### config.mk
export PLATFORM = sky130hd
export DESIGN_NAME = drive_command_fsm
export DESIGN_NICKNAME = d
export VERILOG_FILES = /design/src/rtl/drive_command_fsm.sv
export SDC_FILE = /design/constraint.sdc
export NUM_CORES = 1
export LEC_CHECK = 0
export CORE_AREA = 3 3 76 78
export CTS_CLUSTER_DIAMETER = 120
export DETAILED_ROUTE_END_ITERATION = 16
export DIE_AREA = 0 0 79 81
export GPL_TIMING_DRIVEN = 0
export PLACE_DENSITY = 0.76
export SLEW_MARGIN = 15
export SYNTH_ARGS = -nofsm -noshare
export SYNTH_HDL_FRONTEND = slang
export SYNTH_SLANG_ARGS = --single-unit
### constraint.sdc
create_clock -name CLOCK_50 -period 4.3 [get_ports CLOCK_50]
set_input_delay 0.645 -clock CLOCK_50 [delete_from_list [all_inputs] [get_ports CLOCK_50]]
set_output_delay 0.645 -clock CLOCK_50 [all_outputs]
set_load 0.02 [all_outputs]
### src/rtl/drive_command_fsm.sv
// Drive command state machine: turns debounced audio, ultrasonic obstacle and
// red-target inputs into a direction, ramped speed and supervisory state.
module drive_command_fsm #(
    parameter int unsigned FREQ_W       = 10,
    parameter int unsigned DIST_W       = 8,
    parameter int unsigned PIX_W        = 17,
    parameter int unsigned SPEED_W      = 3,
    parameter int unsigned TOO_CLOSE    = 20,
    parameter int unsigned CLEAR_MARGIN = 5,
    parameter int unsigned RED_MIN      = 1000,
    parameter int unsigned PERSIST      = 3,
    parameter int unsigned RAMP_TICKS   = 2500000,
    parameter int unsigned SEEK_SPEED   = 2
) (
    input  logic               CLOCK_50,
    input  logic               reset,
    input  logic               enable,
    input  logic [1:0]         mode,
    input  logic [FREQ_W-1:0]  mic_freq,
    input  logic               mic_valid,
    input  logic [DIST_W-1:0]  distance,
    input  logic               dist_valid,
    input  logic [PIX_W-1:0]   red_pixels,
    input  logic               frame_done,
    input  logic [4:0]         threshold_frequency,
    output logic [2:0]         direction,
    output logic [SPEED_W-1:0] speed,
    output logic               obstacle,
    output logic               cmd_go,
    output logic [1:0]         state
);

    localparam int unsigned PCNT_W    = $clog2(PERSIST + 1);
    localparam int unsigned RAMP_W    = (RAMP_TICKS > 1) ? $clog2(RAMP_TICKS) : 1;
    localparam int unsigned MAX_SPEED = (1 << SPEED_W) - 1;

    typedef enum logic [1:0] {
        S_STOP    = 2'd0,
        S_FWD     = 2'd1,
        S_BLOCKED = 2'd2,
        S_SEEK    = 2'd3
    } state_t;

    localparam logic [2:0] DIR_STOP    = 3'd0;
    localparam logic [2:0] DIR_FORWARD = 3'd1;
    localparam logic [2:0] DIR_LEFT    = 3'd3;

    state_t              cur_state, next_state;
    logic                go_q, obs_q, lock_q;
    logic [PCNT_W-1:0]   pcnt_q;
    logic [FREQ_W-1:0]   mic_q;
    logic [FREQ_W-1:0]   thr;
    logic [FREQ_W-1:0]   diff;
    int unsigned         steps;
    logic [SPEED_W-1:0]  target;
    logic [SPEED_W-1:0]  speed_q, speed_d;
    logic [RAMP_W-1:0]   ramp_q, ramp_d;
    logic [2:0]          dir_q, dir_d;

    assign thr = FREQ_W'({threshold_frequency, 4'b0000});

    // Sensor conditioning: pitch debounce, obstacle hysteresis, target lock.
    always_ff @(posedge CLOCK_50 or posedge reset) begin
        if (reset) begin
            go_q   <= 1'b0;
            pcnt_q <= '0;
            mic_q  <= '0;
            obs_q  <= 1'b0;
            lock_q <= 1'b0;
        end else begin
            if (mic_valid) begin
                mic_q <= mic_freq;
                if ((mic_freq >= thr) != go_q) begin
                    if (32'(pcnt_q) == PERSIST - 1) begin
                        go_q   <= ~go_q;
                        pcnt_q <= '0;
                    end else begin
                        pcnt_q <= pcnt_q + PCNT_W'(1);
                    end
                end else begin
                    pcnt_q <= '0;
                end
            end
            if (dist_valid && distance != '0) begin
                if (32'(distance) < TOO_CLOSE)
                    obs_q <= 1'b1;
                else if (32'(distance) >= TOO_CLOSE + CLEAR_MARGIN)
                    obs_q <= 1'b0;
            end
            if (frame_done)
                lock_q <= (32'(red_pixels) >= RED_MIN);
        end
    end

    always_comb begin
        target = '0;
        diff   = mic_q - thr;
        steps  = 32'(diff >> 5) + 1;
        if (mic_q >= thr)
            target = (steps > MAX_SPEED) ? SPEED_W'(MAX_SPEED) : SPEED_W'(steps);
    end

    always_comb begin
        next_state = S_FWD;
        dir_d      = DIR_FORWARD;
        speed_d    = '0;
        ramp_d     = '0;

        if (!enable || mode == 2'd3 || !go_q)
            next_state = S_STOP;
        else if (obs_q && mode != 2'd0)
            next_state = S_BLOCKED;
        else if (!lock_q && mode == 2'd2)
            next_state = S_SEEK;

        case (next_state)
            S_SEEK: begin
                dir_d   = DIR_LEFT;
                speed_d = SPEED_W'(SEEK_SPEED);
            end
            S_FWD: begin
                dir_d = DIR_FORWARD;
                if (cur_state != S_FWD) begin
                    speed_d = SPEED_W'(1);
                end else begin
                    speed_d = speed_q;
                    // One step toward target per ramp period; the counter restarts each period.
                    if (ramp_q == RAMP_W'(RAMP_TICKS - 1)) begin
                        ramp_d = '0;
                        if (speed_q < target)
                            speed_d = speed_q + SPEED_W'(1);
                        else if (speed_q > target)
                            speed_d = speed_q - SPEED_W'(1);
                    end else begin
                        ramp_d = ramp_q + RAMP_W'(1);
                    end
                end
            end
            default: begin
                dir_d   = DIR_STOP;
                speed_d = '0;
            end
        endcase
    end

    always_ff @(posedge CLOCK_50 or posedge reset) begin
        if (reset) begin
            cur_state <= S_STOP;
            dir_q     <= DIR_STOP;
            speed_q   <= '0;
            ramp_q    <= '0;
        end else begin
            cur_state <= next_state;
            dir_q     <= dir_d;
            speed_q   <= speed_d;
            ramp_q    <= ramp_d;
        end
    end

    assign state     = cur_state;
    assign direction = dir_q;
    assign speed     = speed_q;
    assign obstacle  = obs_q;
    assign cmd_go    = go_q;

endmodule

==> summary.txt, run 1 <==
STA
  – Finish-stage setup viols: 0
  – RSZ-0062 raised after global routing: false
  – WHS: 493 ps
  – Final setup margin: 355 ps
  – Final worst clock skew: 2.26 ps
  – Final Cycle Share: about 92%
  – Fin. Hold Viols: 0
  – Slew @ Worst Pin: 610 ps
  – Min Tclk post-route: 3940 ps
  – Worst rel slew slack: 59.0%
  – Max-slew violations: 0
  – Fmax: 253 MHz
  – Final setup TNS: 0 ps

Yosys
  – YS warnings: 0
  – Ranking of synthesized cells by area: dfrtp_1 43%, ha_1 7.9%, nor2_1 5.8%
  – Synth Area in XOR/XNOR: 10.0%
  – Synth Flop Type: dfrtp_1
  – Synthesized area: 0.00253 mm^2
  – Fraction of synthesized area in multiplexers: between 4 and 5%
  – Post-synthesis sequential area ratio: 42.6%
  – Largest family of logic cells by synthesized area: simple AND/OR/NAND/NOR gates
  – Compound-Gate Fraction of Synth Area: 8.26%
  – Simple-gate share of the synthesized area: 21.1%
  – Post-synth ARST share: 100%
  – Top cells by count, synth: 43 x dfrtp_1, 39 x nor2_1, 19 x inv_1
  – Post-synth top area share: 42.6%
  – Post-Synthesis Cells: about 270
  – Post-Syn Nets: 332
  – EDFF count, synth: 0
  – Area leader, netlist: dfrtp_1
  – Post-Synth Adder-Cell Area: a little under a tenth
  – Syn Area/Cell: 9.51 um^2
  – Post-synth cell types: 41
  – Cell with the most instances after synthesis: dfrtp_1
  – #FFs+latches synth: 43

Run
  – Max-cap viol count: 0

Placement
  – I/O Buffers: 52
  – Setup WS pre-CTS: -18.4 ps
  – GP Congestion: 0.797
  – Detailed Place HPWL: 4070 um

Hold path
  – Min-delay src: ramp_q[0]$_DFF_PP0_
  – Hold Path End: ramp_q[0]$_DFF_PP0_
  – WHS Path Cells: 1
  – HP Class: register to register

Route
  – Routed WL: 5110 um
  – Met1 WL: 2400 um
  – Initial detailed-routing violation count: 54
  – Routed met2 length: 2530 um
  – Vias per inst: between 5 and 6
  – Count of antenna-violating nets left after detailed routing: 0
  – Detailed-router iteration count before antenna repair: 4
  – Routed len/inst: 12.9 um
  – Top sig layer: met4
  – Residual DRC: 0
  – Vias: about 2000
  – Met3 WL: 121 um

Die
  – DIE HEIGHT: 81 um
  – Row count: 26
  – Die area: 0.00640 mm^2
  – Die Wd: 79 um
  – Core ar.: 0.00514 mm^2
  – IO Count: 58
  – Starting Density: 49.2%

Setup path
  – CP cell instances: clkdlybuf4s50_1 > ha_1 > fa_1 > nand2b_1 > a21oi_1 > xnor2_1 > nor2_1 > mux2i_1 > o31ai_1 > ha_1 > a21o_1 > a21oi_2 > fa_1 > nor3b_1 > o221ai_1 > o31ai_1
  – CP peak stage delay: between 400 and 500 ps
  – Req. time, crit path: 4500 ps
  – Setup crit end kind: register
  – R2R Setup Slk: 820 ps
  – CP bufs+invs: 1
  – Worst reg-to-reg path cell count: 16
  – Worst setup SP type: primary input
  – Critical path's top delay family: adder cells
  – Critical Path AT: 4140 ps
  – CP max stage cell: clkdlybuf4s50_1
  – Setup CP Type: primary input to register
  – Worst R2R End: speed[1]$_DFFE_PP0P_
  – Critical path fanouts, max: 3
  – Reg2reg start: mic_q[4]$_DFFE_PP0P_

Clock network
  – Cts-stage hold buffer count: 0
  – Post-CTS setup buffers: 0
  – H-tree depth: 2
  – TritonCTS Buffers: 5
  – CTS tree: done
  – Post_cts resized: 0
  – Clock Latency Late Sink: 290 ps
  – Worst-path clk slew: 80 ps
  – CTS sink count: 43
  – CTS Root Cell: clkbuf_8
  – CTS Buffer Depth: 2

Global routing
  – Largest net degree at the start of global routing: 38
  – Tot GR Track Use: between 15 and 20%
  – First-pass GRT wire length: slightly below 9000 um
  – Number of global-route vias before repair: 1945
  – Total congestion overflow: 0
  – Antenna violations before repair: 0

Pwr
  – Pwr per Cell Area: 311 mW/mm^2
  – LEAKAGE: around 1.4 nW
  – Worst vdd ir: 0.000170 V

Cells and area
  – Inserted Diodes: 0
  – # nets final: 392
  – Share of cells above drive strength 1: 6.73%
  – Area Growth Syn to Fin: 29.1%

Run status
  – Status: complete, no violations
## metrics by stage
stage	utilization [%]	instances	power (mW)	cell area, um^2
floorplan	-	266	0.637	2530
finish	63.5	397	1.02	3260
detailed placement	61.4	389	0.743	3160
global placement	61.0	388	0.733	3140
global route	63.5	397	1.08	3260
CTS	63.4	397	1.03	3260
## placed cells by master (no fill, tap or decap), types with 6 or more instances in the layout
cell and n:
o21ai_0 7, clkdlybuf4s50_1 52, and3_1 6, dfrtp_1 43, xnor2_1 13, nand2b_1 8, clkbuf_8 7, a21oi_1 12
nand4_1 6, nand3_1 11, nand2_1 15, xor2_1 16, inv_1 18, nor2_1 39, ha_1 16, mux2_2 9
## power breakdown
group          internal (mW)  switching, mW
Clock                  0.146          0.134
Sequential             0.432         0.0221
Combinational          0.144          0.137
Total                  0.723          0.293
## worst max-delay path by stage
stage | cells after the start | end | startpoint | slack [ps]
after global placement | 16 | speed[1]$_DFFE_PP0P_ | threshold_frequency[0] | 50
after floorplan | 15 | speed[1]$_DFFE_PP0P_ | threshold_frequency[0] | 710
after CTS | 16 | speed[1]$_DFFE_PP0P_ | threshold_frequency[0] | 280
after global routing | 16 | speed[1]$_DFFE_PP0P_ | threshold_frequency[0] | 40
after detailed placement | 16 | speed[1]$_DFFE_PP0P_ | threshold_frequency[0] | -20
final | 16 | speed[1]$_DFFE_PP0P_ | threshold_frequency[0] | 360
## kinds of logic (layout without fill, tap and decap cells)
kind of cell	after synthesis	count (layout)
AO/OA/AOI/OAI	34	34
XOR/XNOR	29	29
adder cells (fa/ha/maj)	18	18
buffers and inverters	25	86
flip-flops	43	43
multiplexers	10	10
other	1	1
AND/OR/NAND/NOR	106	106
## final cells by class
cell class | instances | area, um^2
tap | 70 | 87.6
clock inverter | 1 | 7.51
multi-input combinational | 198 | 1360
clock buffer | 7 | 96.3
timing repair buffer | 53 | 541
inverter | 19 | 71.3
sequential | 43 | 1080
buffer | 6 | 30.0
fill | 439 | 1880
## registers in the layout (all words and copies together) (netlist names)
register and cells:
lock_q 1, state 2, mic_q 10, obstacle 1
ramp_q 22, pcnt_q 2, speed 3, direction 1
cmd_go 1
## layer usage
metal	vias up	GRT usage, %
li1	1029	-
met2	22	29.4
met1	968	22.5
met5	-	0
met3	6	3.22
met4	0	5.15
Power figures use the tool's default switching activity.
==> inputs of run 2 (changes only) <==
Settings changed: GPL_TIMING_DRIVEN 0 to 1.
==> run 2 against run 1 <==
Sequential power about the same; via count down 1.2%; hold slack worse by 2.8 ps; first-iteration DRC count down 5.6%; clock skew up 5.1 ps; global-route usage down 0.30 points; setup slack worse by 1.0 ps; register-to-register slack worse by 20 ps; die area unchanged; critical endpoint unchanged.
==> summary.txt, run 2 (synthesis gave the netlist of run 1 again) <==
Run status
  – Status: complete, no violations (unchanged)

Global routing
  – Antenna violations before repair: 0 (unchanged)
  – Total congestion overflow: 0 (unchanged)
  – Met1 usage: 20.8% (was 22.5%)
  – Largest net degree at the start of global routing: 38 (unchanged)
  – Grt peak-use layer: met2 (unchanged)
  – First-pass GRT wire length: 8560 um (was 8780 um)
  – Tot GR Track Use: 17.0% (was 17.3%)
  – GR Util met3: 3.55% (was 3.22%)
  – Number of global-route vias before repair: 1964 (was 1945)
  – M2 GR Usage: 29.9% (was 29.4%)

Clock network
  – Clock Latency Late Sink: 290 ps (about the same)
  – H-tree depth: 2 (unchanged)
  – Post-CTS setup buffers: 0 (unchanged)
  – Post_cts resized: 0 (unchanged)
  – TritonCTS Buffers: 5 (unchanged)
  – CTS Buffer Depth: 2 (unchanged)
  – Cts-stage hold buffer count: 0 (unchanged)
  – CTS Root Cell: clkbuf_8 (unchanged)
  – CTS tree: done (unchanged)
  – Worst-path clk slew: 80 ps (about the same)
  – CTS sink count: 43 (unchanged)

Pwr
  – Worst vdd ir: 0.000248 V (was 0.000170 V)
  – LEAKAGE: 1.36 nW (was 1.38 nW)
  – Pwr per Cell Area: 304 mW/mm^2 (was 311 mW/mm^2)

Cells and area
  – Multi-input logic area: 0.00135 mm^2 (was 0.00136 mm^2)
  – Post-route cell area: 0.00321 mm^2 (was 0.00326 mm^2)
  – Most flops, register: ramp_q (unchanged)
  – Inserted Diodes: 0 (unchanged)
  – Largest register FFs: 22 (unchanged)
  – Number of fill cells: 458 (was 439)
  – Commonest non-fill, non-tap cells in the layout: 53 x clkdlybuf4s50_1, 43 x dfrtp_1, 39 x nor2_1 (was 52 x clkdlybuf4s50_1, 43 x dfrtp_1, 39 x nor2_1)
  – Share of cells above drive strength 1: 5.26% (was 6.73%)
  – Area Growth Syn to Fin: 27.1% (was 29.1%)
  – Most common cell after layout, fill and taps aside: clkdlybuf4s50_1 (unchanged)
  – # nets final: 388 (was 392)
  – FF/Latch Area: 0.00108 mm^2 (unchanged)

Placement
  – Detailed Place HPWL: 4040 um (was 4070 um)
  – GP Congestion: 0.790 (was 0.797)
  – Post-DP Area: 0.00313 mm^2 (was 0.00316 mm^2)
  – I/O Buffers: 53 (was 52)

STA
  – Max-slew violations: 0 (unchanged)
  – Fmax: 253 MHz (about the same)
  – Slew @ Worst Pin: 760 ps (was 610 ps)
  – Finish-stage setup viols: 0 (unchanged)
  – Min Tclk post-route: 3950 ps (was 3940 ps)
  – Final setup TNS: 0 ps (unchanged)
  – Final Cycle Share: 91.8% (was 91.7%)
  – WHS: 490 ps (was 493 ps)
  – RSZ-0062 raised after global routing: false (unchanged)
  – Worst rel slew slack: 49.4% (was 59.0%)
  – Fin. Hold Viols: 0 (unchanged)
  – Final worst clock skew: 7.36 ps (was 2.26 ps)

Route
  – Routed len/inst: 13.0 um (was 12.9 um)
  – Initial detailed-routing violation count: 51 (was 54)
  – Residual DRC: 0 (unchanged)
  – Vias per inst: 5.09 (was 5.10)
  – Vias: 2001 (was 2025)
  – Count of antenna-violating nets left after detailed routing: 0 (unchanged)
  – Routed WL: 5090 um (was 5110 um)
  – Detailed-router iteration count before antenna repair: 7 (was 4)

Die
  – Row count: 26 (unchanged)
  – DIE HEIGHT: 81 um (unchanged)
  – Die Wd: 79 um (unchanged)
  – Starting Density: 49.2% (unchanged)
  – Die area: 0.00640 mm^2 (unchanged)
  – IO Count: 58 (unchanged)
  – Core ar.: 0.00514 mm^2 (unchanged)

Setup path
  – Critical Path AT: 4150 ps (was 4140 ps)
  – Setup CP Type: primary input to register (unchanged)
  – Critical path fanouts, max: 3 (unchanged)
  – Req. time, crit path: 4500 ps (about the same)
  – Setup crit end kind: register (unchanged)
  – Worst setup SP type: primary input (unchanged)

Run
  – Max-cap viol count: 0 (unchanged)

Hold path
  – HP Class: register to register (unchanged)
## run 2: final timing paths
check | from | end | slack, ps | cells past startpoint
worst min register to register | ramp_q[0]$_DFF_PP0_ | ramp_q[0]$_DFF_PP0_ | 490 | 1
min in group asynchronous | reset | mic_q[4]$_DFFE_PP0P_ | 580 | 2
max in group asynchronous | reset | ramp_q[14]$_DFF_PP0_ | 2960 | 3
worst min-delay path | ramp_q[0]$_DFF_PP0_ | ramp_q[0]$_DFF_PP0_ | 490 | 1
worst max register to register | mic_q[4]$_DFFE_PP0P_ | speed[1]$_DFFE_PP0P_ | 800 | 16
worst max-delay path | threshold_frequency[0] | speed[1]$_DFFE_PP0P_ | 350 | 16
## run 2: metrics by stage
step,power (mW),setup slack (ps),instances,utilization (%)
final,0.977,354,393,62.5
after global routing,1.04,36.8,393,62.5
after CTS,0.993,339,393,62.5
after detailed placement,0.741,50.6,385,60.9
after global placement,0.732,105,385,60.9
after floorplan,0.637,708,266,-
## run 2: area by class of cell
type                       count  share of cell area [%]
clock buffer                   7                    2.38
clock inverter                 1                   0.156
inverter                      19                    2.22
multi-input combinational    198                    42.1
sequential                    43                    33.5
tap                           70                    2.73
timing repair buffer          55                    17.0
## run 2: layer usage
metal | part of all wire, % | vias up
li1 | - | 1028
met1 | 46 | 941
met2 | 51 | 28
met3 | 2.7 | 4
met4 | 0.75 | 0
met5 | 0 | -
## run 2: power by group
group	internal (mW)	switching [mW]
Sequential	0.433	0.0231
Combinational	0.142	0.133
Clock	0.114	0.132
## run 2: worst max-delay path, cell delays in order
cell and delay (ps):
clkdlybuf4s50_1 430, ha_1 230, fa_1 400, nand2b_1 160
a21oi_1 190, xnor2_1 170, nor2_1 60, mux2i_1 220
o31ai_1 110, ha_1 300, a21o_1 160, a21oi_1 210
fa_1 460, nor3b_1 190, o221ai_1 140, o31ai_1 90
